## src/rtl/servo_pwm_multi.sv

```systemverilog
// servo_pwm_multi
// Multi-channel servo PWM generator. All channels share one period counter.
// Positions written through the write port become targets. Targets are
// folded into the live pulse widths only at period boundaries, so a pulse is
// never truncated or stretched mid-period. An optional slew limit moves each
// channel's current position toward its target by at most STEP per period.

module servo_pwm_multi #(
    parameter int CHANNELS = 4,
    parameter int POS_W    = 8,
    parameter int CNT_W    = 14,
    parameter int PERIOD   = 10000,
    parameter int SCALE    = 39,
    parameter int OFFSET   = 0,
    parameter int STEP     = 0,
    localparam int CH_W    = (CHANNELS > 1) ? $clog2(CHANNELS) : 1
) (
    input  logic                clk,
    input  logic                rst,
    input  logic                wr_en,
    input  logic [CH_W-1:0]     wr_ch,
    input  logic [POS_W-1:0]    wr_pos,
    input  logic [CHANNELS-1:0] ch_en,
    output logic                wr_ack,
    output logic                period_start,
    output logic [CHANNELS-1:0] settled,
    output logic [CHANNELS-1:0] pwm_out
);

    // Width math is done wide enough that OFFSET + pos*SCALE cannot wrap
    // before it is saturated back down to one full period.
    localparam int WW = CNT_W + POS_W;

    localparam logic [CNT_W-1:0] LAST_CNT   = CNT_W'(PERIOD - 1);
    localparam logic [CNT_W-1:0] PERIOD_CNT = CNT_W'(PERIOD);
    localparam logic [WW-1:0]    PERIOD_W   = WW'(PERIOD);
    localparam logic [WW-1:0]    SCALE_W    = WW'(SCALE);
    localparam logic [WW-1:0]    OFFSET_W   = WW'(OFFSET);

    // A step larger than the whole position range behaves like "jump
    // directly", so it is clamped to the largest representable position.
    localparam int               POS_MAX = (1 << POS_W) - 1;
    localparam int               STEP_C  = (STEP > POS_MAX) ? POS_MAX : STEP;
    localparam logic [POS_W-1:0] STEP_V  = POS_W'(STEP_C);

    // One extra bit so that a non-power-of-two channel count can reject the
    // unused upper indices of wr_ch.
    localparam logic [CH_W:0] CH_LIM = (CH_W + 1)'(CHANNELS);

    logic [CNT_W-1:0] counter;
    logic             boundary;
    logic             wr_valid;

    logic [POS_W-1:0] target     [CHANNELS];
    logic [POS_W-1:0] cur_pos    [CHANNELS];
    logic [POS_W-1:0] next_cur   [CHANNELS];
    logic [WW-1:0]    raw_width  [CHANNELS];
    logic [CNT_W-1:0] next_width [CHANNELS];
    logic [CNT_W-1:0] width      [CHANNELS];

    assign boundary = (counter == LAST_CNT);
    assign wr_valid = wr_en && ({1'b0, wr_ch} < CH_LIM);

    // Shared period counter, 0..PERIOD-1, wrapping on the boundary edge.
    always_ff @(posedge clk or posedge rst) begin
        if (rst) begin
            counter <= '0;
        end else if (boundary) begin
            counter <= '0;
        end else begin
            counter <= counter + 1'b1;
        end
    end

    // One-cycle status pulses: boundary marker and write acknowledge.
    always_ff @(posedge clk or posedge rst) begin
        if (rst) begin
            period_start <= 1'b0;
            wr_ack       <= 1'b0;
        end else begin
            period_start <= boundary;
            wr_ack       <= wr_valid;
        end
    end

    // Target registers; a write on a boundary edge lands after the boundary
    // has already sampled the old target.
    always_ff @(posedge clk or posedge rst) begin
        if (rst) begin
            for (int i = 0; i < CHANNELS; i++) begin
                target[i] <= '0;
            end
        end else if (wr_valid) begin
            for (int i = 0; i < CHANNELS; i++) begin
                if (wr_ch == CH_W'(i)) begin
                    target[i] <= wr_pos;
                end
            end
        end
    end

    // Next current position: jump to target, or approach it by at most STEP.
    always_comb begin
        for (int i = 0; i < CHANNELS; i++) begin
            next_cur[i] = cur_pos[i];
            if (STEP == 0) begin
                next_cur[i] = target[i];
            end else if (target[i] > cur_pos[i]) begin
                if ((target[i] - cur_pos[i]) > STEP_V) begin
                    next_cur[i] = cur_pos[i] + STEP_V;
                end else begin
                    next_cur[i] = target[i];
                end
            end else if (target[i] < cur_pos[i]) begin
                if ((cur_pos[i] - target[i]) > STEP_V) begin
                    next_cur[i] = cur_pos[i] - STEP_V;
                end else begin
                    next_cur[i] = target[i];
                end
            end
        end
    end

    // Pulse width for the coming period, saturated to a full period.
    always_comb begin
        for (int i = 0; i < CHANNELS; i++) begin
            raw_width[i] = OFFSET_W + ({{CNT_W{1'b0}}, next_cur[i]} * SCALE_W);
            if (raw_width[i] > PERIOD_W) begin
                next_width[i] = PERIOD_CNT;
            end else begin
                next_width[i] = raw_width[i][CNT_W-1:0];
            end
        end
    end

    // Position and width registers only change on the boundary edge.
    always_ff @(posedge clk or posedge rst) begin
        if (rst) begin
            for (int i = 0; i < CHANNELS; i++) begin
                cur_pos[i] <= '0;
                width[i]   <= '0;
            end
        end else if (boundary) begin
            for (int i = 0; i < CHANNELS; i++) begin
                cur_pos[i] <= next_cur[i];
                width[i]   <= next_width[i];
            end
        end
    end

    // Registered PWM compare, so outputs lag the counter by one cycle.
    always_ff @(posedge clk or posedge rst) begin
        if (rst) begin
            pwm_out <= '0;
        end else begin
            for (int i = 0; i < CHANNELS; i++) begin
                pwm_out[i] <= ch_en[i] && (counter < width[i]);
            end
        end
    end

    // A channel is settled once its current position has reached its target.
    always_comb begin
        settled = '0;
        for (int i = 0; i < CHANNELS; i++) begin
            settled[i] = (cur_pos[i] == target[i]);
        end
    end

endmodule

```

## config.mk

```make
export PLATFORM = sky130hd
export DESIGN_NAME = servo_pwm_multi
export DESIGN_NICKNAME = d
export VERILOG_FILES = /design/src/rtl/servo_pwm_multi.sv
export SDC_FILE = /design/constraint.sdc
export NUM_CORES = 1
export LEC_CHECK = 0
export BUFFER_PORTS_ARGS = -buffer_cell sky130_fd_sc_hd__buf_2
export CORE_MARGIN = 2
export CORE_UTILIZATION = 55
export CTS_CLUSTER_DIAMETER = 60
export DETAILED_ROUTE_END_ITERATION = 7
export PLACE_DENSITY = 0.74
export SLEW_MARGIN = 10
export SYNTH_ARGS = -nofsm -noshare
export SYNTH_HDL_FRONTEND = slang
export SYNTH_SLANG_ARGS = --single-unit
```

## constraint.sdc

```tcl
create_clock -name clk -period 3.8 [get_ports clk]
set_input_delay 0.19 -clock clk [delete_from_list [all_inputs] [get_ports clk]]
set_output_delay 0.19 -clock clk [all_outputs]
set_load 0.005 [all_outputs]
```

==> flow_metrics.tcl, run 1 <==
set metrics [dict create \
    routed_wl_mm 26.0 \
    clkLatencyLatePin_ns 0.44 \
    tightest_slew_ns 0.915 \
    grt_pass1_wl_mm 42.4 \
    timing_hold_violations_final 0 \
    cp.required_ns 4.10 \
    timing.rr.start "next_cur[7]$_DFFE_PP0P_" \
    remaining_drc_errors 0 \
    start_util_pct 56.5 \
    regToRegSetupSlack_ns 0.04 \
    postSynthAreaPerCell_um2 9.28 \
    vdd_drop_max_mv 0.476 \
    min_from "wr_pos[0]" \
    slowest_delay_ns 0.56 \
    placementRows 51 \
    hp-class "in2reg" \
    fin_skew_ns 0.00951 \
    routedWlPerCell_um 16.6 \
    fill_cells 1544 \
    synth_top_area_share_pct 31.6 \
    synthDistinctLibCells 70 \
    vias 8643 \
    die_area_um2 21300 \
    root_buffer "clkbuf_16" \
    layout.nets 1494 \
    seq_area_frac_synth_pct 31.6 \
    cellLeakagePower_nw 6.20 \
    die_w_um 146 \
    cp_slowest_cell "fa_1" \
    clock-sinks 140 \
    die-height_um 146 \
    grt_setup_unrepaired "true" \
    outcome "complete, no violations" \
    layout-drive-gt1-share_pct 20.0 \
    synth_edf_count 0 \
    core_area_um2 19600 \
    relSlewSlack_pct 38.9 \
    cp.arrival_ns 4.06 \
    synthMostInstantiatedCell "inv_1" \
    max_freq_mhz 266 \
    tns_ns 0 \
    grt_pass1_vias 8569 \
    cts_buffers 17 \
    syn_inst 1193 \
    whs_endpoint "next_cur[24]$_DFFE_PP0P_" \
    cap_violations 0 \
    ant_nets 0 \
    yosys.area.top_type "dfrtp_1" \
    mappedNetlistArea_um2 11100 \
    drtIter0Drc 443 \
    syn-num-nets 1395 \
    final.min_clock_period_ns 3.76 \
    grt_util_all_layers_pct 24.9 \
    io_pins 27 \
    dp_hpwl_mm 18.6 \
    grt_max_degree 68 \
    clock_path_buffers 2 \
    ys_top_cells_by_count "inv_1 (203), ha_1 (141), dfrtp_1 (140), nand2_1 (90), o21ai_0 (85)" \
    avgViaCountPerCell 5.51 \
    cts_tree "done" \
    areaGrowthSynthToFinish_pct 18.7 \
    finalSetupViolCount 0 \
    cpLargestDelayFamily "adder cells" \
    rr_endpoint "width[3]$_DFFE_PP0P_" \
    multi_input_area_um2 7150 \
    crit_path_end_kind "flip-flop" \
    reg2reg_depth 16 \
    antenna_found_initial 0 \
    antennaDiodeCount 0 \
    seq_area_um2 3500 \
    crit_fanout 5 \
    min_path_cells 3 \
    async_reset_ff_share_pct 100 \
    power_density_nw_per_um2 837 \
    path_cells "inv_1 -> fa_1 -> inv_2 -> ha_4 -> inv_2 -> fa_1 -> inv_2 -> ha_4 -> o21a_1 -> o31a_1 -> o311ai_2 -> buf_4 -> o2111ai_4 -> o21bai_4 -> a31oi_4 -> o22ai_2" \
    cp_num_buf_inv 5 \
    firstDrtPassIters 5 \
    drv_slew 0 \
    synth_area_leaders "dfrtp_1 (32%), ha_1 (16%), fa_1 (8.0%)" \
    hold_slack_ns 0.0953 \
    synth_seq_cells 140 \
    overflow 0 \
    yosysWarnings 0 \
    gp_congestion 0.883 \
    ys.flop_type "dfrtp_1" \
    cpMostUsedCell "inv_2" \
    cts.clk_slew.worst_paths_ns 0.06 \
    port_buffers 26 \
    fin_crit_sh_pct 98.9 \
    startpoint_type "flip-flop" \
    h-tree-depth 4 \
    path_class "reg2reg" \
]
## cell families (layout without fill, tap and decap cells)
group,count (synthesis),after routing,synth area share [%]
muxes,31,31,3.07
buffers and inverters,236,346,8.23
adders and majority gates,185,185,23.9
and+or+nand+nor,271,271,12.3
xor gates and xnor gates,59,59,4.73
DFF,140,140,31.6
AOI/OAI and AO/OA,271,272,16.2
## power breakdown
part / internal [mW] / total [mW] / switching (mW) / leakage [nW]
Sequential: 1.56 / 1.60 / 0.0479 / 1.87
Clock: 0.972 / 1.63 / 0.663 / 0.270
Combinational: 3.62 / 7.77 / 4.15 / 4.06
## per-layer routing
layer  track usage, %  vias to the layer above  share of wire (%)
met5                0                        -                  0
met2             41.5                      159                 48
met4             6.37                        0                1.8
met1             33.8                     4172                 46
met3             4.42                       37                3.9
li1                 -                     4275                  -
## tightest hold or removal path, stage by stage
cell     delay, ns
buf_2         0.15
nand2_1       0.06
o21ai_0       0.07
## layout make-up
cell class / instances / area share, %
Clock buffer: 19 / 3.37
Clock inverter: 12 / 0.943
Inverter: 203 / 5.83
Multi-Input combinational cell: 818 / 54.4
Sequential cell: 140 / 26.7
Tap cell: 265 / 2.52
Timing Repair Buffer: 112 / 6.26
## flip-flops by register name, summed over array words and instances, names as in the netlist
name,flops
next_cur,32
width,56
counter,14
period_start,1
pwm_out,4
wr_ack,1
cur_pos,32
## cell usage in the layout, fill, tap and decap left out, drive strengths merged, types with 6 or more instances in the layout
master | Yosys | final
o21a | 10 | 10
o21ai | 87 | 87
and3 | 8 | 8
mux2 | 24 | 24
nand2 | 90 | 90
clkinv | 0 | 6
dfrtp | 140 | 140
xnor2 | 46 | 46
xor2 | 13 | 13
buf | 8 | 109
nand3b | 11 | 11
o211ai | 6 | 6
nand2b | 8 | 8
nor3 | 9 | 9
a211oi | 11 | 11
clkbuf | 25 | 19
a21o | 29 | 29
nor2 | 58 | 58
and4 | 6 | 6
mux2i | 7 | 7
fa | 44 | 44
nor2b | 14 | 14
o311ai | 7 | 7
nand4 | 18 | 18
a211o | 8 | 8
nand3 | 19 | 19
nor3b | 9 | 9
ha | 141 | 141
o22ai | 8 | 8
a21oi | 60 | 61
inv | 203 | 202
## repair_timing
action                     CTS  global route
hold endpoints to repair    38             0
setup buffers                4             8
gates resized for setup     33            80
pin swaps                   23            38
hold buffers                 3             0
setup endpoints to repair   38            46
cloned                       0             1
## worst max path at each step
stage,depth (start not counted),end,from,slack [ns]
2_1_floorplan,16,width[18]$_DFFE_PP0P_,next_cur[15]$_DFFE_PP0P_,0.02
3_3_place_gp,15,width[4]$_DFFE_PP0P_,next_cur[5]$_DFFE_PP0P_,-0.02
3_5_place_dp,15,width[42]$_DFFE_PP0P_,next_cur[29]$_DFFE_PP0P_,-0.08
4_1_cts,15,width[2]$_DFFE_PP0P_,next_cur[5]$_DFFE_PP0P_,0.001
5_1_grt,16,width[3]$_DFFE_PP0P_,next_cur[6]$_DFFE_PP0P_,-0.10
6_report,16,width[3]$_DFFE_PP0P_,next_cur[7]$_DFFE_PP0P_,0.04
## stage by stage
step	total power [mW]	setup WS [ns]	std cells	cell area, µm²	util [%]
after floorplan	6.30	0.0169	1193	11100	-
after global placement	7.75	-0.0221	1523	12000	61.2
after detailed placement	7.87	-0.0845	1523	12000	61.2
after CTS	9.91	0.00135	1560	12700	65.1
after global routing	11.9	-0.102	1569	13100	67.1
final	11.0	0.0428	1569	13100	67.1
(Power assumes the default switching activity.)
==> run 2, diff against run 1 <==
SETUP_SLACK_MARGIN = 0.1   (was unset)
SLEW_MARGIN = unset   (was 10)
==> run 2 against run 1 <==
Compared with the run above: the run now ends with negative hold slack left; critical path depth decreased by 1; sequential power is essentially flat; non-clock buffer count grew 8; clock power up 7%; first-iteration DRC count is 20% higher; die area is the same; setup slack gained 0.075 ns.
==> flow_metrics.tcl, run 2 (synthesized netlist as in run 1, its figures left out) <==
set metrics [dict create \
    outcome "finished with violations" \
    violations "negative hold slack" \
    cpLargestDelayFamily "adder cells" \
    remaining_drc_errors 0 \
    drtIter0Drc 532 \
    drv_slew 0 \
    placementRows 51 \
    final_common_cell "inv_1" \
    slowest_delay_ns 0.54 \
    dpl-instance-area_um2 12000 \
    cts_buffers 17 \
    tightest_slew_ns 0.845 \
    root_buffer "clkbuf_16" \
    mostFrequentLayoutCells "inv_1 (177), dfrtp_1 (138), ha_1 (119)" \
    reg2reg_depth 15 \
    relSlewSlack_pct 43.6 \
    overflow 0 \
    vdd_drop_max_mv 0.478 \
    path_class "reg2reg" \
    die_w_um 146 \
    power.total_mw 11.8 \
    h-tree-depth 4 \
    startpoint_type "flip-flop" \
    vias 8785 \
    rr_endpoint "width[18]$_DFFE_PP0P_" \
    grt_util_all_layers_pct 25.4 \
    io_pins 27 \
    grt_pass1_vias 8878 \
    largest_reg_flops 56 \
    path_cells "inv_2 -> fa_1 -> inv_2 -> ha_4 -> inv_2 -> fa_1 -> inv_2 -> ha_4 -> o21a_1 -> a21boi_4 -> o21a_1 -> or3_4 -> a211oi_4 -> a21oi_4 -> a211o_1" \
    power_density_nw_per_um2 875 \
    gp_congestion 0.883 \
    grt_setup_unrepaired "true" \
    avgViaCountPerCell 5.57 \
    cellLeakagePower_nw 6.26 \
    crit_fanout 5 \
    fin_skew_ns 0.00958 \
    clock_path_buffers 2 \
    crit_path_end_kind "flip-flop" \
    fill_cells 1457 \
    p_sw_share_pct 43.9 \
    port_buffers 26 \
    intPower_mw 6.62 \
    timing_hold_violations_final 24 \
    firstDrtPassIters 5 \
    top_register "width" \
    hp-class "in2async" \
    cp_num_buf_inv 4 \
    hold_slack_ns -0.0805 \
    placed_cells 1522 \
    cp_slowest_cell "fa_1" \
    cts_tree "done" \
    pwr-share-seq_pct 13.6 \
    tns_ns 0 \
    max_freq_mhz 272 \
    fin_crit_sh_pct 96.9 \
    antennaDiodeCount 0 \
    routed_wl_mm 26.7 \
    p_sw_mw 5.17 \
    design_area_um2 13500 \
    grt_max_degree 141 \
    layout-drive-gt1-share_pct 23.8 \
    core_area_um2 19600 \
    cp.arrival_ns 4.00 \
    finalSetupViolCount 0 \
    areaGrowthSynthToFinish_pct 21.7 \
    cp.required_ns 4.12 \
    dp_hpwl_mm 18.6 \
    cts.clk_slew.worst_paths_ns 0.06 \
    final.min_clock_period_ns 3.68 \
    cpMostUsedCell "inv_2" \
    die_area_um2 21300 \
    ant_nets 0 \
    start_util_pct 56.5 \
    routedWlPerCell_um 16.9 \
    cap_violations 0 \
    clock-sinks 140 \
    antenna_found_initial 0 \
    timing.rr.start "next_cur[13]$_DFFE_PP0P_" \
    combPwrFrac_pct 71.6 \
    regToRegSetupSlack_ns 0.12 \
    clockPowerShare_pct 14.8 \
    die-height_um 146 \
    grt_pass1_wl_mm 43.5 \
    layout.nets 1502 \
    clkLatencyLatePin_ns 0.43 \
    instances_no_fill 1577 \
]
run 2: cell types whose count changed in the layout (fill, tap and decap cells not counted), sizes merged:
| cell | before | now |
|---|---|---|
| bufinv | 2 | 3 |
| clkinvlp | 5 | 3 |
| dlygate4sd3 | 3 | 2 |
| clkinv | 6 | 1 |
| inv | 202 | 207 |
| clkbuf | 19 | 20 |
| buf | 109 | 118 |
run 2: routing by layer:
metal | vias up | GRT usage, % | routed length, µm
met2 | 169 | 43.6 | 13400
met3 | 36 | 3.82 | 988
met4 | 0 | 7.50 | 422
met5 | - | 0 | 0
met1 | 4290 | 33.3 | 11800
li1 | 4290 | - | -
run 2: how the worst max path moves through the flow:
stage / to / from / depth (start not counted)
after global placement: width[4]$_DFFE_PP0P_ / next_cur[5]$_DFFE_PP0P_ / 15
after detailed placement: width[49]$_DFFE_PP0P_ / next_cur[29]$_DFFE_PP0P_ / 15
after floorplan: width[1]$_DFFE_PP0P_ / next_cur[7]$_DFFE_PP0P_ / 18
after CTS: width[2]$_DFFE_PP0P_ / next_cur[7]$_DFFE_PP0P_ / 15
after global routing: width[2]$_DFFE_PP0P_ / next_cur[7]$_DFFE_PP0P_ / 15
final: width[18]$_DFFE_PP0P_ / next_cur[13]$_DFFE_PP0P_ / 15
run 2: through the flow:
step | setup WS, ns | hold slack, ns | utilization [%]
2_1_floorplan | 0.0930 | 0.221 | -
3_3_place_gp | -0.00664 | 0.347 | 61.3
3_5_place_dp | -0.106 | 0.353 | 61.3
4_1_cts | 0.0750 | 0.0112 | 65.9
5_1_grt | -0.0353 | 0.0123 | 68.8
6_report | 0.117 | -0.0805 | 68.8
run 2: what timing repair did:
action                     4_1_cts  5_1_grt
gates cloned                     1        0
hold buffers                     2        0
hold endpoints to repair         2        0
pin swaps                       24       37
setup endpoints to repair       45       47
buffers inserted                 8       13
gates resized for setup         50      105
run 2: power groups by stage:
stage,clock network [mW],logic [mW],registers [mW]
4_1_cts,1.76,7.04,1.60
3_5_place_dp,0,6.32,1.63
2_1_floorplan,0,4.78,1.65
3_3_place_gp,0,6.20,1.62
5_1_grt,1.82,9.28,1.61
6_report,1.74,8.44,1.60
run 2: cell type report:
class	count	area (µm²)	area share (%)
Clock inverter	11	158	1.17
Tap cell	265	332	2.46
Sequential cell	140	3510	26.0
Multi-Input combinational cell	818	7400	54.9
Inverter	203	766	5.68
Clock buffer	20	447	3.31
Timing Repair Buffer	120	872	6.47
run 2: tightest hold or removal path, stage by stage:
cell        delay (ns)
buf_2             0.11
clkinvlp_4        0.07
buf_12            0.46
